==> config.mk <==
export PLATFORM = sky130hd
export DESIGN_NAME = spi_cmd_decoder
export DESIGN_NICKNAME = d
export VERILOG_FILES = /design/src/rtl/spi_cmd_decoder.sv
export SDC_FILE = /design/constraint.sdc
export NUM_CORES = 1
export LEC_CHECK = 0
export ABC_AREA = 1
export BUFFER_PORTS_ARGS = -buffer_cell sky130_fd_sc_hd__buf_2
export CAP_MARGIN = 40
export CELL_PAD_IN_SITES_DETAIL_PLACEMENT = 1
export CELL_PAD_IN_SITES_GLOBAL_PLACEMENT = 2
export CORE_MARGIN = 5
export CORE_UTILIZATION = 33
export CTS_CLUSTER_SIZE = 12
export DETAILED_ROUTE_END_ITERATION = 12
export PLACE_DENSITY_LB_ADDON = 0.1
export SYNTH_ARGS = -nofsm -noshare
export SYNTH_HDL_FRONTEND = slang
export SYNTH_SLANG_ARGS = --single-unit
==> constraint.sdc <==
create_clock -name CLK -period 5.4 [get_ports CLK]
set_clock_uncertainty 0.2 [all_clocks]
set_input_delay 0.81 -clock CLK [delete_from_list [all_inputs] [get_ports CLK]]
set_output_delay 0.81 -clock CLK [all_outputs]
set_load 0.005 [all_outputs]
==> src/rtl/spi_cmd_decoder.sv <==
// Command decoder behind a 12-bit SPI slave: executes one command per CS frame on a 4 x 8-bit register bank.
// Optional macro SPI_ECHO_EN: a NOP answers with the previous frame's command word instead of 12'h000.
module spi_cmd_decoder #(
  parameter int          SYNC_STAGES = 2,
  parameter int          ERR_W       = 8,
  parameter logic [7:0]  REG_RST     = 8'h00
) (
  input  logic             CLK,
  input  logic             RST,
  input  logic             CS,
  input  logic [11:0]      data_in,
  output logic [11:0]      data_out,
  output logic [31:0]      regs_out,
  output logic             frame_valid,
  output logic [ERR_W-1:0] err_count,
  output logic [1:0]       fsm_state
);

  typedef enum logic [1:0] {
    IDLE    = 2'd0,
    CAPTURE = 2'd1,
    EXEC    = 2'd2
  } state_t;

  state_t                 state_q, state_d;
  logic [SYNC_STAGES-1:0] sync_q;
  logic                   cs_q;
  logic                   cs_s;
  logic                   cs_next;
  logic                   cs_rise;
  logic [7:0]             regs_q [4];

  logic [1:0]  op;
  logic [1:0]  addr;
  logic [7:0]  wdata;
  logic [11:0] resp;
  logic [11:0] nop_resp;
  logic        commit;
  logic        reg_we;
  logic        load_ok;
  logic        err_inc;

  // Synchronizer and edge detector idle high so reset release never looks like a frame end.
  always_ff @(posedge CLK or posedge RST) begin
    if (RST) begin
      sync_q <= '1;
      cs_q   <= 1'b1;
    end else begin
      sync_q <= {sync_q[SYNC_STAGES-2:0], CS};
      cs_q   <= cs_s;
    end
  end

  assign cs_s    = sync_q[SYNC_STAGES-1];
  assign cs_next = sync_q[SYNC_STAGES-2];
  assign cs_rise = cs_s & ~cs_q;

`ifdef SPI_ECHO_EN
  logic [11:0] echo_q;

  always_ff @(posedge CLK or posedge RST) begin
    if (RST) begin
      echo_q <= 12'h000;
    end else if (commit) begin
      echo_q <= data_in;
    end
  end

  assign nop_resp = echo_q;
`else
  assign nop_resp = 12'h000;
`endif

  assign op    = data_in[11:10];
  assign addr  = data_in[9:8];
  assign wdata = data_in[7:0];

  // The word is stable in CAPTURE, so the op commits on the edge entering EXEC and its
  // results are visible together with the frame_valid pulse.
  always_comb begin
    state_d = state_q;
    commit  = 1'b0;
    reg_we  = 1'b0;
    resp    = 12'h000;
    case (op)
      2'b01: begin
        reg_we = 1'b1;
        resp   = {2'b01, addr, wdata};
      end
      2'b10:   resp = {2'b10, addr, regs_q[addr]};
      2'b11:   resp = 12'hFFF;
      default: resp = nop_resp;
    endcase
    case (state_q)
      IDLE:    if (cs_rise) state_d = CAPTURE;
      CAPTURE: begin
        commit  = 1'b1;
        state_d = EXEC;
      end
      EXEC:    state_d = IDLE;
      default: state_d = IDLE;
    endcase
  end

  // Load only if synchronized CS is high before and after the commit edge, so data_out
  // can never move while the next frame is already shifting.
  assign load_ok = cs_s & cs_next;
  assign err_inc = commit & ((op == 2'b11) | ~load_ok);

  always_ff @(posedge CLK or posedge RST) begin
    if (RST) begin
      state_q   <= IDLE;
      data_out  <= 12'h000;
      err_count <= '0;
      for (int i = 0; i < 4; i++) regs_q[i] <= REG_RST;
    end else begin
      state_q <= state_d;
      if (commit && load_ok) data_out <= resp;
      if (commit && reg_we) regs_q[addr] <= wdata;
      if (err_inc && (err_count != {ERR_W{1'b1}})) err_count <= err_count + 1'b1;
    end
  end

  assign regs_out    = {regs_q[3], regs_q[2], regs_q[1], regs_q[0]};
  assign frame_valid = (state_q == EXEC);
  assign fsm_state   = state_q;

endmodule

Word level (Yosys, flattened, before mapping). Index checks and enable logic that the tools add are counted.

Magnitude comparators: 2. Equality and inequality tests: 7. $add $sub $neg: 1. Multiplexer cells: 11. Bitwise logic cells: 7. Reductions and logical operators: 5.

Operators by type and width (number): case mux 12 bit (3 select lines) (1); bitwise mux 32 bit (1); 2-to-1 mux 8 bit (3); binary-select mux 8 bit (select 2 bit) (1); demux 8 bit (select 2 bit) (1); adder 8 x 1 -> 8 bit (second input constant) (1); != test 8 bit (second input constant) (1); equality test 2 bit (second input constant) (3); equality test 2 x 1 -> 1 bit (second input constant) (2); logical AND 1 bit (4); case mux 2 bit (2 select lines) (1); AND 1 bit (3); greater-or-equal comparator 3 bit (second input constant) (1); < comparator 3 x 1 -> 1 bit (second input constant) (1); inverter 2 -> 3 bit (1); logical NOT 2 bit (1); 2-to-1 mux 1 bit (2); 2-to-1 mux 2 bit (1); != test 2 bit (second input constant) (1); inverter 1 bit (2); bitwise OR 1 bit (1).

Output and inout bits: 55. Register bits after elaboration: 57.

Longest topological paths before layout.
Depth in word-level cells: 6. Depth in mapped cells: 9. Gate-level depth less buffers: 8.

Worst setup path before layout. Ideal clock, no wire load.

Kind: in2reg. From: input port data_in[9]. To: register regs_q, in the netlist regs_out[9]. Path buffers: 2. Arrival: 1.512 ns. Path slack: 3.566 ns. Cell stages on the path: 6. Library setup time: 0.122 ns. Data required time: 5.078 ns. Cell sequence: inv_2 -> buf_2 -> nand3_4 -> buf_6 -> nand2_2 -> o21ai_2.

Longest elaborated chain between the ends: 6. Elaborated cells on any way between the ends: 7. Those cells by class: order compare: 2; mux: 3; bitwise: 1; reduce/logical: 1.

Ends and longest elaborated chain: start, declared (line 11) `input logic [11:0] data_in,`; inverter 2 -> 3 bit (not written as such) (*) (line 119) `if (commit && reg_we) regs_q[addr] <= wdata;`; greater-or-equal comparator 3 bit (not written as such) or < comparator 3 x 1 -> 1 bit (tied branches) (line 119); logical AND 1 bit (not written as such) (line 119); 2-to-1 mux 8 bit (not written as such) (line 119); demux 8 bit (select 2 bit) (*) (line 119); bitwise mux 32 bit (*) (line 119); end signal, assigned by index (line 119); end, declared (line 31) `logic [7:0] regs_q [4];`.

Mark *: on every way between the ends. The rest lies on a longest branch, timed or not. A chain may end at the register's enable or synchronous reset.

Worst setup path after layout.
From: register state_q[1], in the netlist fsm_state[1]. To: output port frame_valid.

Longest elaborated chain between the ends: 1.

Ends and longest elaborated chain: start, declared (line 25) `state_t state_q, state_d;`; start signal, assigned (line 117) `state_q <= state_d;`; equality test 2 bit (line 125) `assign frame_valid = (state_q == EXEC);`; end, declared (line 14) `output logic frame_valid,`.

Every way passes these cells.

==> qor.txt <==
EDFF count, synth - 0
Yosys reg bits - 57
post-DP HPWL - 5790 um
CTS tree - done
Worst-Margin Slew - 748 ps
Root Buffer - clkbuf_8
Chip Width - 104 um
Die Ht - 104 um
CP endpoint kind - output pin
CTS resizes - 0
synthesis-to-layout area growth - 20.3%
CP max-delay cell - dfrtp_1
CTS buffer count - 9
Crit Path Class - reg -> out
Crit Path Max Fanout - 3
headroom to the max-slew limit - 50.2%
clk slew on worst S/H paths - 70 ps
row count - 34
top-count cell post-synth - nand2_1
Via Count - 2422
Cell Count, Final, Fillers Out - 533
vias per cell - 4.54
gpl congestion - 0.756
Final #Nets - 436
Tmin final - 2040 ps
CTS Buffer Depth - 2
die area - 10800 um^2
leading area contributor after synthesis - dfrtp_1
Fill cells - 1087
Yosys warnings - 0
First DRT Iteration DRCs - 74
Min-Delay Path Class - reg -> reg
CP startpoint kind - flip-flop
worst skew pair latency - 340 ps
Setup TNS Final - 0 ps
post-synth cell types - 23
Mean Syn Cell Area - 8.31 um^2
htree depth - 3
CP required - 4390 ps
initial core utilization - 33.6%
pre-CTS setup slack - 3260 ps
DRT Pass-1 Iters - 4
RSZ-0062 raised after global routing - no
WP buf/inv - 2
clock sinks - 57
hold buffers post-CTS - 0
WP data arrival - 1030 ps
Worst Min Path Start - sync_q[0]
DRT antenna net count - 0
ranking of synthesized cells by area - dfrtp_1 (47%), nand2_1 (21%), o21ai_2 (9.1%)
sequential area share after synthesis - 49.3%
I/O Buffers - 69
GRT Overall Usage - 15.1%
pin count of the biggest net entering global routing - 58
fmax - 491 MHz
layout cells sized above 1 - 32.5%
first-pass GRT wire length - 13200 um
syn_nets - 365
DRC Markers - 0
Final Power - 1.23 mW
core area - 8640 um^2
GRT overflow - 0
Post-Route WL - 7620 um
Critical R2R Launch - fsm_state[1]
reg2reg end - data_out[5]
fin crit share - 37.7%
fin util - 40.4%
Max Transition Viols Final - 0
Synth async-reset ratio - 100%
antenna violations before repair - 0
Top delay family on crit path - flip-flops
WHS Endpoint - sync_q[1]
hold path cells - 0
Mapped Cells - 349
top cell type's share of synthesized area - 46.6%
setup slack, reg-to-reg - 3660 ps
Peak VDD IR - 0.143 mV
R2R depth - 7
Post-CTS Setup Bufs - 0
worst path cell trace - inv_1, nor2_1, buf_2
list of most frequent post-synthesis cells - nand2_1 (159), dfrtp_1 (54), inv_1 (30), o21ai_2 (30)
final setup vio count - 0
vias in the first global route - 2473
PD cells - 353 nW/um^2
mapped cell area - 2900 um^2
# diodes - 0
fin worst setup slack - 3360 ps
Leak - 1.95 nW
status - complete, no violations
CP max stage delay - 400 ps
count of final hold-check violations - 0
placed insts - 517
dominant synthesized flop cell - dfrtp_1
io pins - 70
drt wl/cell - 14.3 um
max cap viols - 0
-- flip-flops by register name, summed over array words and instances (netlist names) --
name,flops
regs_out,32
data_out,12
err_count,8
fsm_state,2
sync_q,2
cs_q,1
-- layer usage --
layer  share of wire, %  track usage (%)
met5                  0                0
met4               0.89             5.00
met1                 52             22.3
met2                 42             20.7
met3                4.7             4.66
-- cell type report --
class                   instances  area, um^2  area share (%)
inverters                      34         128            3.66
flip-flops and latches         57        1430            41.0
well taps                     108         135            3.87
clock inverters                 5        40.0            1.15
repair buffers                 70         353            10.1
clock buffers                  11         141            4.05
multi-input cells             248        1260            36.2
-- cells by family after synthesis --
group           Yosys count  share of synthesized area [%]
simple gates            195                           29.9
buf+inv                  44                           7.16
xor+xnor                  3                          0.906
fa+ha+maj                 1                          0.431
flops                    57                           49.3
compound gates           49                           12.3
-- cells in the final DEF, fill, tap and decap left out --
cell | synthesis | layout
buf_2 | 4 | 69
buf_4 | 2 | 1
clkbuf_1 | 0 | 1
clkbuf_8 | 0 | 10
clkinv_4 | 0 | 1
clkinvlp_4 | 0 | 3
dfrtp_1 | 54 | 54
dfstp_2 | 3 | 3
ha_1 | 1 | 1
inv_1 | 30 | 29
inv_2 | 4 | 5
inv_6 | 0 | 1
nand2_1 | 159 | 159
nand2_2 | 6 | 6
nand2_4 | 4 | 4
nand3_1 | 12 | 12
nand3_4 | 2 | 2
nand3b_1 | 1 | 1
nor2_1 | 7 | 7
nor2_4 | 1 | 1
nor2_8 | 2 | 2
nor4_1 | 1 | 1
o21ai_0 | 12 | 12
o21ai_1 | 7 | 7
o21ai_2 | 30 | 30
xnor2_1 | 2 | 2
xor2_1 | 1 | 1
-- how the worst max path moves through the flow --
stage | to | cells after the start | startpoint | slack (ps)
after floorplan | data_out[0] | 1 | RST | 3000
after global placement | regs_out[6] | 7 | data_in[11] | 3300
after detailed placement | regs_out[6] | 7 | data_in[11] | 3260
after CTS | frame_valid | 3 | fsm_state[1] | 3330
after global routing | frame_valid | 3 | fsm_state[1] | 3260
final | frame_valid | 3 | fsm_state[1] | 3360
-- stage by stage --
stage                     instance area (um^2)  hold slack (ps)
after global routing                      3490              174
after CTS                                 3490              169
after floorplan                           2900              154
after global placement                    3310              156
final                                     3490              168
after detailed placement                  3310              158
-- power breakdown --
part	internal, mW	leakage, nW	switching [mW]	total, mW
registers	0.510	0.732	0.0694	0.579
logic	0.130	1.13	0.156	0.286
clock network	0.181	0.0822	0.186	0.367
total	0.821	1.95	0.411	1.23
Power figures use the tool's default switching activity.
